## src/rtl/dnn_seq_pkg.sv

```systemverilog
// Shared types and default configuration for the DNN weight sequencer.
// The LNN array length is fixed by SEQ_NUM_LAYERS; the counter width is sized for the default shape.
package dnn_seq_pkg;

  typedef enum logic [1:0] {S_IDLE, S_LOAD, S_ARM, S_RUN} seq_state_e;

  localparam int SEQ_NUM_LAYERS = 2;
  localparam int SEQ_MAX_NERVES = 5;
  localparam int SEQ_W_BITS     = 4;
  localparam int SEQ_IMAGE_SIZE = 4;

  typedef int lnn_t [SEQ_NUM_LAYERS];
  localparam lnn_t SEQ_LNN = '{2, 5};

  // Words loaded into layer i equal the fan-in of that layer.
  function automatic int layer_words(input int i, input int image_size, input lnn_t lnn);
    return (i == 0) ? image_size : lnn[SEQ_NUM_LAYERS - i];
  endfunction

  function automatic int max_layer_words();
    int m;
    m = SEQ_IMAGE_SIZE;
    for (int i = 1; i < SEQ_NUM_LAYERS; i++)
      if (SEQ_LNN[SEQ_NUM_LAYERS - i] > m) m = SEQ_LNN[SEQ_NUM_LAYERS - i];
    return m;
  endfunction

  localparam int SEQ_CNT_W = $clog2(max_layer_words() + 1);

endpackage

```

## src/rtl/dnn_weight_sequencer.sv

```systemverilog
// Loads per-layer weights into the FC back end, arms it, then runs RunCount inference passes.
// Optional DNN_SEQ_ABORT_EN adds in_abort, which drops any active sequence back to IDLE.
module dnn_weight_sequencer
  import dnn_seq_pkg::*;
#(
  parameter int   NumLayers    = SEQ_NUM_LAYERS,
  parameter int   MaxNumNerves = SEQ_MAX_NERVES,
  parameter int   M_W_BitSize  = SEQ_W_BITS,
  parameter int   ImageSize    = SEQ_IMAGE_SIZE,
  parameter lnn_t LNN          = SEQ_LNN,
  parameter int   RunCount     = 1
) (
  input  logic                                     clk,
  input  logic                                     res,
  input  logic                                     in_start,
  input  logic                                     in_w_valid,
  input  logic [MaxNumNerves-1:0][M_W_BitSize-1:0] in_w_data,
`ifdef DNN_SEQ_ABORT_EN
  input  logic                                     in_abort,
`endif
  output logic                                     out_w_ready,
  output logic [MaxNumNerves-1:0][M_W_BitSize-1:0] out_weights,
  output logic [NumLayers-1:0]                     out_layer_en,
  output logic [NumLayers-2:0]                     out_weight_en_posedge,
  output logic                                     out_fl_res,
  input  logic                                     in_dnn_ready,
  input  logic                                     in_dnn_done,
  output logic                                     out_busy,
  output logic                                     out_run_done
);

  localparam int LW = (NumLayers > 1) ? $clog2(NumLayers) : 1;
  localparam int RW = (RunCount > 1) ? $clog2(RunCount) : 1;

  seq_state_e                               r_state;
  logic [LW-1:0]                            r_layer;
  logic [SEQ_CNT_W-1:0]                     r_cnt;
  logic [RW-1:0]                            r_run;
  logic                                     r_done_q;
  logic                                     r_w_ready;
  logic [MaxNumNerves-1:0][M_W_BitSize-1:0] r_weights;
  logic [NumLayers-1:0]                     r_layer_en;
  logic [NumLayers-2:0]                     r_wen;
  logic [NumLayers-2:0]                     r_wen_pend;
  logic                                     r_fl_res;
  logic                                     r_run_done;

  logic                                     w_accept;
  logic                                     w_abort;
  logic                                     w_done_edge;
  logic [SEQ_CNT_W-1:0]                     w_last_cnt;
  int                                       w_keep_from;
  logic [MaxNumNerves-1:0][M_W_BitSize-1:0] w_masked;

  assign w_accept    = (r_state == S_LOAD) && r_w_ready && in_w_valid;
  assign w_done_edge = in_dnn_done && !r_done_q;

`ifdef DNN_SEQ_ABORT_EN
  assign w_abort = in_abort && (r_state != S_IDLE);
`else
  assign w_abort = 1'b0;
`endif

  // Per-layer word count and the lowest lane that layer actually uses.
  always_comb begin
    w_last_cnt  = '0;
    w_keep_from = 0;
    for (int l = 0; l < NumLayers; l++)
      if (r_layer == LW'(l)) begin
        w_last_cnt  = SEQ_CNT_W'(layer_words(l, ImageSize, LNN) - 1);
        w_keep_from = MaxNumNerves - LNN[NumLayers-1-l];
      end
    for (int n = 0; n < MaxNumNerves; n++)
      w_masked[n] = (n >= w_keep_from) ? in_w_data[n] : '0;
  end

  always_ff @(posedge clk) begin
    if (res || w_abort) begin
      r_state    <= S_IDLE;
      r_layer    <= '0;
      r_cnt      <= '0;
      r_run      <= '0;
      r_done_q   <= 1'b0;
      r_w_ready  <= 1'b0;
      r_weights  <= '0;
      r_layer_en <= '0;
      r_wen      <= '0;
      r_wen_pend <= '0;
      r_fl_res   <= 1'b1;
      r_run_done <= 1'b0;
    end else begin
      r_layer_en <= '0;
      r_run_done <= 1'b0;
      r_wen_pend <= '0;
      // Release lands one cycle after the layer's final capture strobe.
      r_wen      <= r_wen | r_wen_pend;
      r_done_q   <= (r_state == S_IDLE) ? 1'b0 : in_dnn_done;
      if (w_accept) begin
        r_weights  <= w_masked;
        r_layer_en <= NumLayers'(1) << r_layer;
      end
      case (r_state)
        S_IDLE: if (in_start) begin
          r_state   <= S_LOAD;
          r_layer   <= '0;
          r_cnt     <= '0;
          r_w_ready <= 1'b1;
        end
        S_LOAD: if (w_accept) begin
          if (r_cnt == w_last_cnt) begin
            r_cnt <= '0;
            for (int l = 1; l < NumLayers; l++)
              if (r_layer == LW'(l)) r_wen_pend[l-1] <= 1'b1;
            if (r_layer == LW'(NumLayers - 1)) begin
              r_state   <= S_ARM;
              r_w_ready <= 1'b0;
            end else begin
              r_layer <= r_layer + 1'b1;
            end
          end else begin
            r_cnt <= r_cnt + 1'b1;
          end
        end
        S_ARM: if (in_dnn_ready) begin
          r_state  <= S_RUN;
          r_run    <= '0;
          r_fl_res <= 1'b0;
        end
        S_RUN: if (w_done_edge) begin
          if (r_run == RW'(RunCount - 1)) begin
            r_run_done <= 1'b1;
            r_state    <= S_IDLE;
            r_fl_res   <= 1'b1;
            r_wen      <= '0;
          end else begin
            r_run <= r_run + 1'b1;
          end
        end
        default: r_state <= S_IDLE;
      endcase
    end
  end

  assign out_w_ready           = r_w_ready;
  assign out_weights           = r_weights;
  assign out_layer_en          = r_layer_en;
  assign out_weight_en_posedge = r_wen;
  assign out_fl_res            = r_fl_res;
  assign out_busy              = (r_state != S_IDLE);
  assign out_run_done          = r_run_done;

endmodule

```

## config.mk

```make
export PLATFORM = sky130hd
export DESIGN_NAME = dnn_weight_sequencer
export DESIGN_NICKNAME = d
export VERILOG_FILES = /design/src/rtl/dnn_seq_pkg.sv /design/src/rtl/dnn_weight_sequencer.sv
export SDC_FILE = /design/constraint.sdc
export NUM_CORES = 1
export LEC_CHECK = 0
export BUFFER_PORTS_ARGS = -buffer_cell sky130_fd_sc_hd__buf_2
export CAP_MARGIN = 10
export CORE_MARGIN = 2
export CORE_UTILIZATION = 40
export CTS_CLUSTER_SIZE = 16
export DETAILED_ROUTE_END_ITERATION = 12
export PLACE_DENSITY = 0.68
export SYNTH_ARGS = -nofsm -noshare
export SYNTH_HDL_FRONTEND = slang
export SYNTH_SLANG_ARGS = --single-unit
```

## constraint.sdc

```tcl
create_clock -name clk -period 2.5 [get_ports clk]
set_input_delay 0.25 -clock clk [delete_from_list [all_inputs] [get_ports clk]]
set_output_delay 0.25 -clock clk [all_outputs]
set_load 0.05 [all_outputs]
```

==> flow_summary.ini <==
[status]
status = finished clean

[synthesis]
ys_async_sr_fraction = 0
synth.yosys.seq_area_share = 0.507
synth_fp_nets = 166
syn-cell-area_um2 = 1340
synth_area_leaders = dfxtp_1 (51%), a22o_1 (7.8%), ha_1 (5.6%)
yosysWarningCount = 0
synth.avg_cell_area_um2 = 10.0
synth_top_flop_cell = dfxtp_1
synth.distinct_cells = 32
synth_area_leader_cell = dfxtp_1
synth_edf_count = 0
ys_seq_elements = 34
syn_inst = 134
synth.top_cell.area_share = 0.507

[finish]
n_antenna_cell = 0
fillers = 313
fin_cells = 233
nets = 219
drive_gt1_frac = 0.342
layout_common_cells = buf_2 (52), dfxtp_1 (34), nand2_1 (20)
area_growth_pct = 27.6
final_common_cell = buf_2

[sta]
clock_skew_ps = 9.59
slew_viol_final = 0
max_clock_freq_mhz = 506
slew_headroom = 0.479
hold_viol_final = 0
final-setup-viol-count = 0
worst-slew-pin-transition_ps = 778
period_share = 0.790
period_minus_slack_ps = 1970
rsz0062_at_grt = no
timing.hold.ws_ps = 130
fin_setup_tns_ps = 0

[clocking]
cts.clk_slew.worst_paths_ps = 100
clock_sinks = 34
post-cts-setup-buffer-count = 0
cts_root_buffer = clkbuf_4
numCtsBuffers = 5
cts.htree.levels = 2
clk_path_buf_depth = 2
clock_latency_ps = 330
cts_tree = done
cts_hold_buf = 0
ctsResizeCount = 0

[die]
start_util = 0.409
row_count = 21
fp.dieH_um = 61.9
io_pins = 53
die_w_um = 61.9
coreArea_um2 = 3280
die_area_um2 = 3840

[routing]
wl_mm = 2.83
viasPerCell = 4.97
first_pass_iters = 4
ant_nets = 0
drt_iter0_drc = 48
wl_per_cell_um = 12.1
drc = 0
num_vias = 1159

[power]
p_sw_w = 0.000530
power_frac_seq = 0.417
power_w = 0.00151
power_frac_clock = 0.266
p_int_w = 0.000977
powerDensity_nw_per_um2 = 880
switching_share = 0.352
p_comb_frac = 0.317
leakagePower_nw = 0.769
vdd_drop_max_uv = 513

[critical_path]
crit_family = simple AND/OR/NAND/NOR gates
critical_path.slowest_cell = nor2_1
cp.required_ps = 2780
crit_buf_inv = 1
critPathLaunchType = flip-flop
cp.depth = 5
max_stage_delay_ps = 650
cp.arrival_ps = 2250
worstRegToRegCells = 5
worstPathCellList = inv_1, ha_1, and3_1, nor2_1, a22o_1
crit_type = flip-flop to flip-flop
setup.worst_path.end_class = flip-flop
cp_max_fo = 12

[hold_path]
min_path_type = primary input to flip-flop
hold_depth = 2

[job]
cap_violations = 0

[global_routing]
met1_usage = 0.188
grt_pass1_wl_mm = 4.55
grt_use_met3 = 0.0683
grt_max_degree = 25
busiest_layer = met2
grt_antenna_before_repair = 0
grt_pass1_vias = 1035
use_met2 = 0.265
grt_use_total = 0.165
grt.overflow.total = 0

[placement]
gp_congestion = 0.775
hpwl_mm = 2.09
place.port_buffers = 52
placed_cells = 226
[sequential cells by signal (all words and copies together) (netlist names)]
register               cells
r_wen_pend                 1
out_run_done               1
out_fl_res                 1
r_cnt                      3
out_weights               20
r_layer                    1
out_weight_en_posedge      1
r_done_q                   1
r_state                    2
out_w_ready                1
out_layer_en               2
[power groups by stage]
stage / Combinational (W) / Clock (W) / Sequential [W]
final: 0.000477 / 0.000401 / 0.000629
after detailed placement: 0.000479 / 0 / 0.000642
after global routing: 0.000533 / 0.000440 / 0.000637
after global placement: 0.000467 / 0 / 0.000637
after CTS: 0.000482 / 0.000417 / 0.000629
after floorplan: 0.000271 / 0 / 0.000735
[metal layers]
layer / vias to the layer above / part of all wire
li1: 582 / -
met1: 523 / 0.44
met2: 49 / 0.48
met3: 5 / 0.074
met4: 0 / 0.010
met5: - / 0
[Yosys cell counts, drive strengths merged, types with 2 or more instances]
library cell,number
nand3,2
nand2b,5
mux2i,2
nor2b,2
a211oi,3
ha,6
nand2,20
a21oi,11
nor3,2
dfxtp,34
a22oi,2
clkbuf,3
o21ai,3
buf,3
nor3b,3
inv,3
a22o,12
nor2,8
[worst paths after layout]
kind                     end  slack [ps]            start
min reg2reg  out_weights[12]         460  out_weights[12]
max reg2reg   out_weights[0]         530       r_state[1]
min           out_weights[5]         130     in_w_data[5]
max           out_weights[0]         530       r_state[1]
[worst reg2reg max path: cells and delay by family, from the launching register on]
family                     cells  cell delay (ps)
and+or+nand+nor                2              970
DFF                            1              390
adders and majority gates      1              240
AOI/OAI and AO/OA              1              230
buffers and inverters          1              100
[per-stage QoR]
step,area (um2),setup WS [ps],utilization
global route,1710,287,0.522
global placement,1630,659,0.497
detailed placement,1630,524,0.497
finish,1710,525,0.522
floorplan,1340,1010,-
CTS,1710,516,0.522
[final cells by class]
type / count / area (um2) / share of cell area
Clock inverter: 1 / 30.0 / 0.0175
Clock buffer: 6 / 51.3 / 0.0299
Timing Repair Buffer: 52 / 260 / 0.152
Tap cell: 46 / 57.6 / 0.0336
Multi-Input combinational cell: 91 / 622 / 0.363
Inverter: 3 / 11.3 / 0.00657
Sequential cell: 34 / 681 / 0.397
[cell families (layout without fill, tap and decap cells)]
kind of cell               after synthesis  after routing  share of synthesized area
AOI/OAI and AO/OA                       34             34                      0.175
buffers and inverters                    9             62                     0.0298
and+or+nand+nor                         49             49                      0.217
DFF                                     34             34                      0.507
muxes                                    2              2                     0.0149
adders and majority gates                6              6                     0.0559
No activity file was read; power rests on OpenSTA's default activity.
